File: src/rtl/vga_pkg.sv
// Shared mode encodings and default widths for the VGA output pipeline.
package vga_pkg;

    localparam logic [1:0] MODE_PASS  = 2'd0;
    localparam logic [1:0] MODE_BARS  = 2'd1;
    localparam logic [1:0] MODE_FILL  = 2'd2;
    localparam logic [1:0] MODE_BLACK = 2'd3;

    localparam int DEFAULT_CW  = 4;
    localparam int DEFAULT_XYW = 11;

endpackage

File: src/rtl/vga_delay_line.sv
// Fixed-depth register delay for a packed bus; every stage resets to RESET_VAL.
module vga_delay_line #(
    parameter int               WIDTH     = 8,
    parameter int               DEPTH     = 1,
    parameter logic [WIDTH-1:0] RESET_VAL = '0
) (
    input  logic             VGA_CLK,
    input  logic             RESET,
    input  logic [WIDTH-1:0] d,
    output logic [WIDTH-1:0] q
);

    logic [WIDTH-1:0] stage [DEPTH];

    always_ff @(posedge VGA_CLK or negedge RESET) begin
        if (!RESET) begin
            for (int i = 0; i < DEPTH; i++) stage[i] <= RESET_VAL;
        end else begin
            stage[0] <= d;
            for (int i = 1; i < DEPTH; i++) stage[i] <= stage[i-1];
        end
    end

    assign q = stage[DEPTH-1];

endmodule

File: src/rtl/vga_out_pipe.sv
// VGA output stage: visibility gating, frame-synchronous mode select and
// test-pattern generation, followed by an aligned delay of colour and syncs.
module vga_out_pipe
    import vga_pkg::*;
#(
    parameter int CW        = DEFAULT_CW,
    parameter int XYW       = DEFAULT_XYW,
    parameter int LAT       = 2,
    parameter int H_START   = 1,
    parameter int V_START   = 1,
    parameter int BAR_SHIFT = 6
) (
    input  logic           VGA_CLK,
    input  logic           RESET,
    input  logic           SYNC_COLOR,
    input  logic [XYW-1:0] Current_X,
    input  logic [XYW-1:0] Current_Y,
    input  logic [CW-1:0]  iVGA_R,
    input  logic [CW-1:0]  iVGA_G,
    input  logic [CW-1:0]  iVGA_B,
    input  logic           iHS,
    input  logic           iVS,
    input  logic [1:0]     MODE,
    input  logic [CW-1:0]  FILL_R,
    input  logic [CW-1:0]  FILL_G,
    input  logic [CW-1:0]  FILL_B,
    output logic [CW-1:0]  oVGA_R,
    output logic [CW-1:0]  oVGA_G,
    output logic [CW-1:0]  oVGA_B,
    output logic           oHS,
    output logic           oVS,
    output logic           oBLANK_N,
    output logic [1:0]     MODE_ACT
);

    localparam int             BW         = 3*CW + 3;
    localparam logic [XYW-1:0] H_START_V  = XYW'(H_START);
    localparam logic [XYW-1:0] V_START_V  = XYW'(V_START);
    // Bus order {R, G, B, HS, VS, BLANK_N}; idle means syncs high, blanked.
    localparam logic [BW-1:0]  PIPE_IDLE  = {{(3*CW){1'b0}}, 3'b110};

    logic          vs_hist;
    logic [1:0]    mode_act;
    logic          vs_fall;
    logic          visible;
    logic [1:0]    mode_sel;
    logic [2:0]    bar_idx;
    logic [CW-1:0] nxt_r, nxt_g, nxt_b;
    logic [BW-1:0] s1;
    logic [BW-1:0] pipe_out;

    always_comb begin
        vs_fall  = vs_hist & ~iVS;
        // A mode loaded on the sync edge already governs that cycle's pixel.
        mode_sel = vs_fall ? MODE : mode_act;
        visible  = SYNC_COLOR && (Current_X >= H_START_V) && (Current_Y >= V_START_V);
        bar_idx  = 3'(Current_X >> BAR_SHIFT);
        nxt_r    = '0;
        nxt_g    = '0;
        nxt_b    = '0;
        if (visible) begin
            case (mode_sel)
                MODE_PASS: begin
                    nxt_r = iVGA_R;
                    nxt_g = iVGA_G;
                    nxt_b = iVGA_B;
                end
                MODE_BARS: begin
                    nxt_r = {CW{bar_idx[2]}};
                    nxt_g = {CW{bar_idx[1]}};
                    nxt_b = {CW{bar_idx[0]}};
                end
                MODE_FILL: begin
                    nxt_r = FILL_R;
                    nxt_g = FILL_G;
                    nxt_b = FILL_B;
                end
                default: ;
            endcase
        end
    end

    always_ff @(posedge VGA_CLK or negedge RESET) begin
        if (!RESET) begin
            vs_hist  <= 1'b1;
            mode_act <= MODE_PASS;
            s1       <= PIPE_IDLE;
        end else begin
            vs_hist <= iVS;
            if (vs_fall) mode_act <= MODE;
            s1 <= {nxt_r, nxt_g, nxt_b, iHS, iVS, visible};
        end
    end

    generate
        if (LAT > 1) begin : g_delay
            vga_delay_line #(
                .WIDTH     (BW),
                .DEPTH     (LAT-1),
                .RESET_VAL (PIPE_IDLE)
            ) u_delay (
                .VGA_CLK (VGA_CLK),
                .RESET   (RESET),
                .d       (s1),
                .q       (pipe_out)
            );
        end else begin : g_nodelay
            assign pipe_out = s1;
        end
    endgenerate

    assign {oVGA_R, oVGA_G, oVGA_B, oHS, oVS, oBLANK_N} = pipe_out;
    assign MODE_ACT = mode_act;

endmodule

File: config.mk
export PLATFORM = sky130hd
export DESIGN_NAME = vga_out_pipe
export DESIGN_NICKNAME = d
export VERILOG_FILES = /design/src/rtl/vga_pkg.sv /design/src/rtl/vga_delay_line.sv /design/src/rtl/vga_out_pipe.sv
export SDC_FILE = /design/constraint.sdc
export NUM_CORES = 1
export LEC_CHECK = 0
export CAP_MARGIN = 0
export CORE_UTILIZATION = 39
export CTS_BUF_LIST = sky130_fd_sc_hd__clkbuf_4 sky130_fd_sc_hd__clkbuf_8
export DETAILED_ROUTE_END_ITERATION = 7
export GPL_TIMING_DRIVEN = 0
export HOLD_SLACK_MARGIN = 0.06
export PLACE_DENSITY = 0.82
export SLEW_MARGIN = 20
export SYNTH_ARGS = -nofsm -noshare
export SYNTH_HDL_FRONTEND = slang
export SYNTH_SLANG_ARGS = --single-unit
File: constraint.sdc
create_clock -name VGA_CLK -period 1.9 [get_ports VGA_CLK]
set_input_delay 0.285 -clock VGA_CLK [delete_from_list [all_inputs] [get_ports VGA_CLK]]
set_output_delay 0.285 -clock VGA_CLK [all_outputs]
set_load 0.01 [all_outputs]
==> summary.md <==
| Metric | Value |
|---|---|
| Status | finished, final reports clean |
| Least-Margin Pin Slew | 0.6809 ns |
| Die width | 58.56 um |
| Sw Pwr | 0.4202 mW |
| Die Ht | 58.56 um |
| Internal power | 1.273 mW |
| GRT Total Usage | 21.37% |
| Clock transition at path regs | 0.10 ns |
| Gr ovfl total | 0 |
| Port bufs | 69 |
| Met2 wire length | 1.636 mm |
| CTS tree | yes |
| Crit Path Category | flip-flop to primary output |
| Fraction of layout cells with a size suffix above 1 | 10.81% |
| VDD IR max | 0.4244 mV |
| Via count | 1129 |
| CP max stage delay | 0.59 ns |
| Critical path depth in cells | 1 |
| Yosys top cell by area | dfrtp_1 |
| Gp weighted congestion | 0.7369 |
| # setup viols final | 0 |
| RSZ-0062 raised after global routing | false |
| Initial DRC count | 24 |
| Setup Buffers After CTS | 0 |
| Post-synth top flop | dfrtp_1 |
| Max Slew Vio Count | 0 |
| Netlist cell types | 19 |
| Count leader, synth | dfrtp_1 |
| CP Max Fanout | 8 |
| DR DRC count | 0 |
| M1 WL | 1.256 mm |
| Final Skew | 0.01018 ns |
| Worst-case reg-to-reg path depth | 5 |
| Final core occ | 68.07% |
| PD cells | 814.9 nW/um2 |
| Max Freq | 585.7 MHz |
| Number of global-route vias before repair | 1178 |
| Initial antenna violation count | 0 |
| List of most frequent post-synthesis cells | dfrtp_1, a21oi_1, nand2_1 |
| Largest net degree at the start of global routing | 33 |
| H-Tree Depth | 2 |
| Syn_nets | 160 |
| Clock Tree Root | clkbuf_4 |
| Post-route minimum period | 1.707 ns |
| Sw frac | 24.81% |
| First-pass GRT wire length | 5.306 mm |
| CP cell instances | clkdlybuf4s50_1 |
| First-pass DRT Iterations | 4 |
| Hold depth | 0 |
| Max_cap viols | 0 |
| Avg Vias per Cell | 4.930 |
| Worst skew pair latency | 0.33 ns |
| P&R area growth vs syn | 66.60% |
| Crit path buf inv count | 1 |
| Critical-path top delay cell | clkdlybuf4s50_1 |
| Comb pwr share | 23.2% |
| Crit path DAT | 1.42 ns |
| Max-slew headroom | 54.60% |
| Worst Setup SP | MODE_ACT[1]$_DFF_PN0_ |
| Final worst setup slack | 0.1926 ns |
| Metal3 WL | 246 um |
| Final hold slack | 0.3555 ns |
| Core Region | 3053 um2 |
| Syn_area_per_cell | 11.66 um2 |
| Antenna diodes | 0 |
| Reg2reg end | s1[12]$_DFF_PN0_ |
| Post-synth EDFFs | 0 |
| Final wirelength | 3.205 mm |
| Reg2reg start | s1[1]$_DFF_PN1_ |
| Top Family by Delay on Critical Path | buffers and inverters |
| Crit path launch type | flip-flop |
| Largest cells by area after synthesis | dfrtp_1, dfstp_2, a21oi_1, nand2_1, a211oi_1 |
| Final instance area | 2078 um2 |
| Layout filler cell count | 247 |
| Antenna-violating nets left | 0 |
| Die area | 3429 um2 |
| Uppermost layer routed | met4 |
| # nets final | 237 |
| Pre-CTS setup slack | -0.1425 ns |
| Final worst-path cycle share | 89.86% |
| Clock sinks | 32 |
| CTS Buffer Depth | 2 |
| Mapped Area | 1247 um2 |
| Cells after synthesis | 107 |
| Hold_sp | s1[13]$_DFF_PN0_ |
| Seq pwr share | 46.6% |
| Final Hold Viols | 0 |
| HPWL Detailed | 2.481 mm |
| CTS Buf Count | 5 |
| Seq/Total Area, Yosys | 64.59% |
| Share of the synthesized area in the top cell type | 56.17% |
| Initial Util | 40.86% |
| Min-delay worst type | flip-flop to flip-flop |
| Placement Cell Area | 1988 um2 |
| Wire per inst | 14.00 um |
| Synth Register Bits | 32 |
| Setup TNS Final | 0 ns |
| Clk network pwr share | 30.3% |
| Asr flop ratio synth | 100.0% |
| Reg-to-reg slack, setup | 0.22 ns |
| Leak pwr | 0.8664 nW |
| Number of I/O pins | 70 |
| Worst Setup End Kind | primary output |
| Worst EP required | 1.62 ns |
| Synthesis warning total | 0 |
| FP Rows | 20 |
| End of the critical path | MODE_ACT[1] |
-- power by group through the flow --
stage	clock [mW]	combinational (mW)	sequential, mW
6_report	0.513	0.392	0.789
5_1_grt	0.565	0.429	0.796
4_1_cts	0.532	0.394	0.790
3_5_place_dp	0	0.390	0.804
3_3_place_gp	0	0.382	0.798
2_1_floorplan	0	0.129	0.819
-- layer usage --
metal | vias to the layer above | GRT usage, %
met2 | 60 | 37.77
met1 | 531 | 24.21
met3 | 6 | 5.275
met4 | 0 | 10.20
li1 | 532 | -
met5 | - | 0
-- cell type report --
class	instances	area, um2	share of cell area (%)
Sequential cell	32	805.8	38.77
Timing Repair Buffer	70	695.7	33.47
Multi-Input combinational cell	70	414.1	19.93
Tap cell	44	55.05	2.649
Clock buffer	6	45.04	2.167
Clock inverter	2	35.03	1.686
Buffer	2	16.27	0.7827
Inverter	3	11.26	0.5418
-- registers in the layout (all words and copies together), names as in the netlist --
name and cells:
s1 15, g_delay.u_delay.q 15, MODE_ACT 2
-- per-stage QoR --
| stage | power, mW | cells |
|---|---|---|
| 2_1_floorplan | 0.9476 | 107 |
| 3_3_place_gp | 1.180 | 220 |
| 3_5_place_dp | 1.194 | 220 |
| 4_1_cts | 1.717 | 229 |
| 5_1_grt | 1.790 | 229 |
| 6_report | 1.694 | 229 |
-- how the worst min path moves through the flow --
stage | to | slack (ns)
detailed placement | g_delay.u_delay.q[7]$_DFF_PN0_ | 0.33
global placement | g_delay.u_delay.q[14]$_DFF_PN0_ | 0.33
CTS | g_delay.u_delay.q[7]$_DFF_PN0_ | 0.36
finish | g_delay.u_delay.q[13]$_DFF_PN0_ | 0.36
floorplan | MODE_ACT[0]$_DFF_PN0_ | -0.01
global route | s1[2]$_DFF_PN1_ | 0.36
-- layout by cell type (no fill, tap or decap) --
master	netlist	routed
clkdlybuf4s50_1	0	68
dfrtp_1	28	28
nand2_1	18	18
a21oi_1	18	18
nand3_1	6	6
nand2b_1	6	6
a211oi_1	6	6
clkbuf_4	0	6
nor4_1	4	4
dfstp_2	4	4
o21ai_0	3	3
a311oi_1	3	3
mux2i_4	2	2
nor3_1	2	2
buf_2	1	2
nand2b_4	1	1
inv_2	1	1
inv_1	1	1
clkinv_1	1	1
buf_6	1	1
and2b_2	1	1
bufinv_16	0	1
clkinv_2	0	1
dlygate4sd3_1	0	1
-- repair_timing --
item | CTS | global route
gates resized for setup | 0 | 0
hold buffers | 1 | 0
endpoints found under the setup margin | 0 | 0
hold endpoints to repair | 28 | 0
-- cell families after synthesis --
logic type / after synthesis / synth area share, %
flip-flops: 32 / 64.59
AO/OA/AOI/OAI: 30 / 14.14
multiplexers: 2 / 3.611
AND/OR/NAND/NOR: 38 / 15.45
buffers and inverters: 5 / 2.205
(Power assumes the default switching activity.)
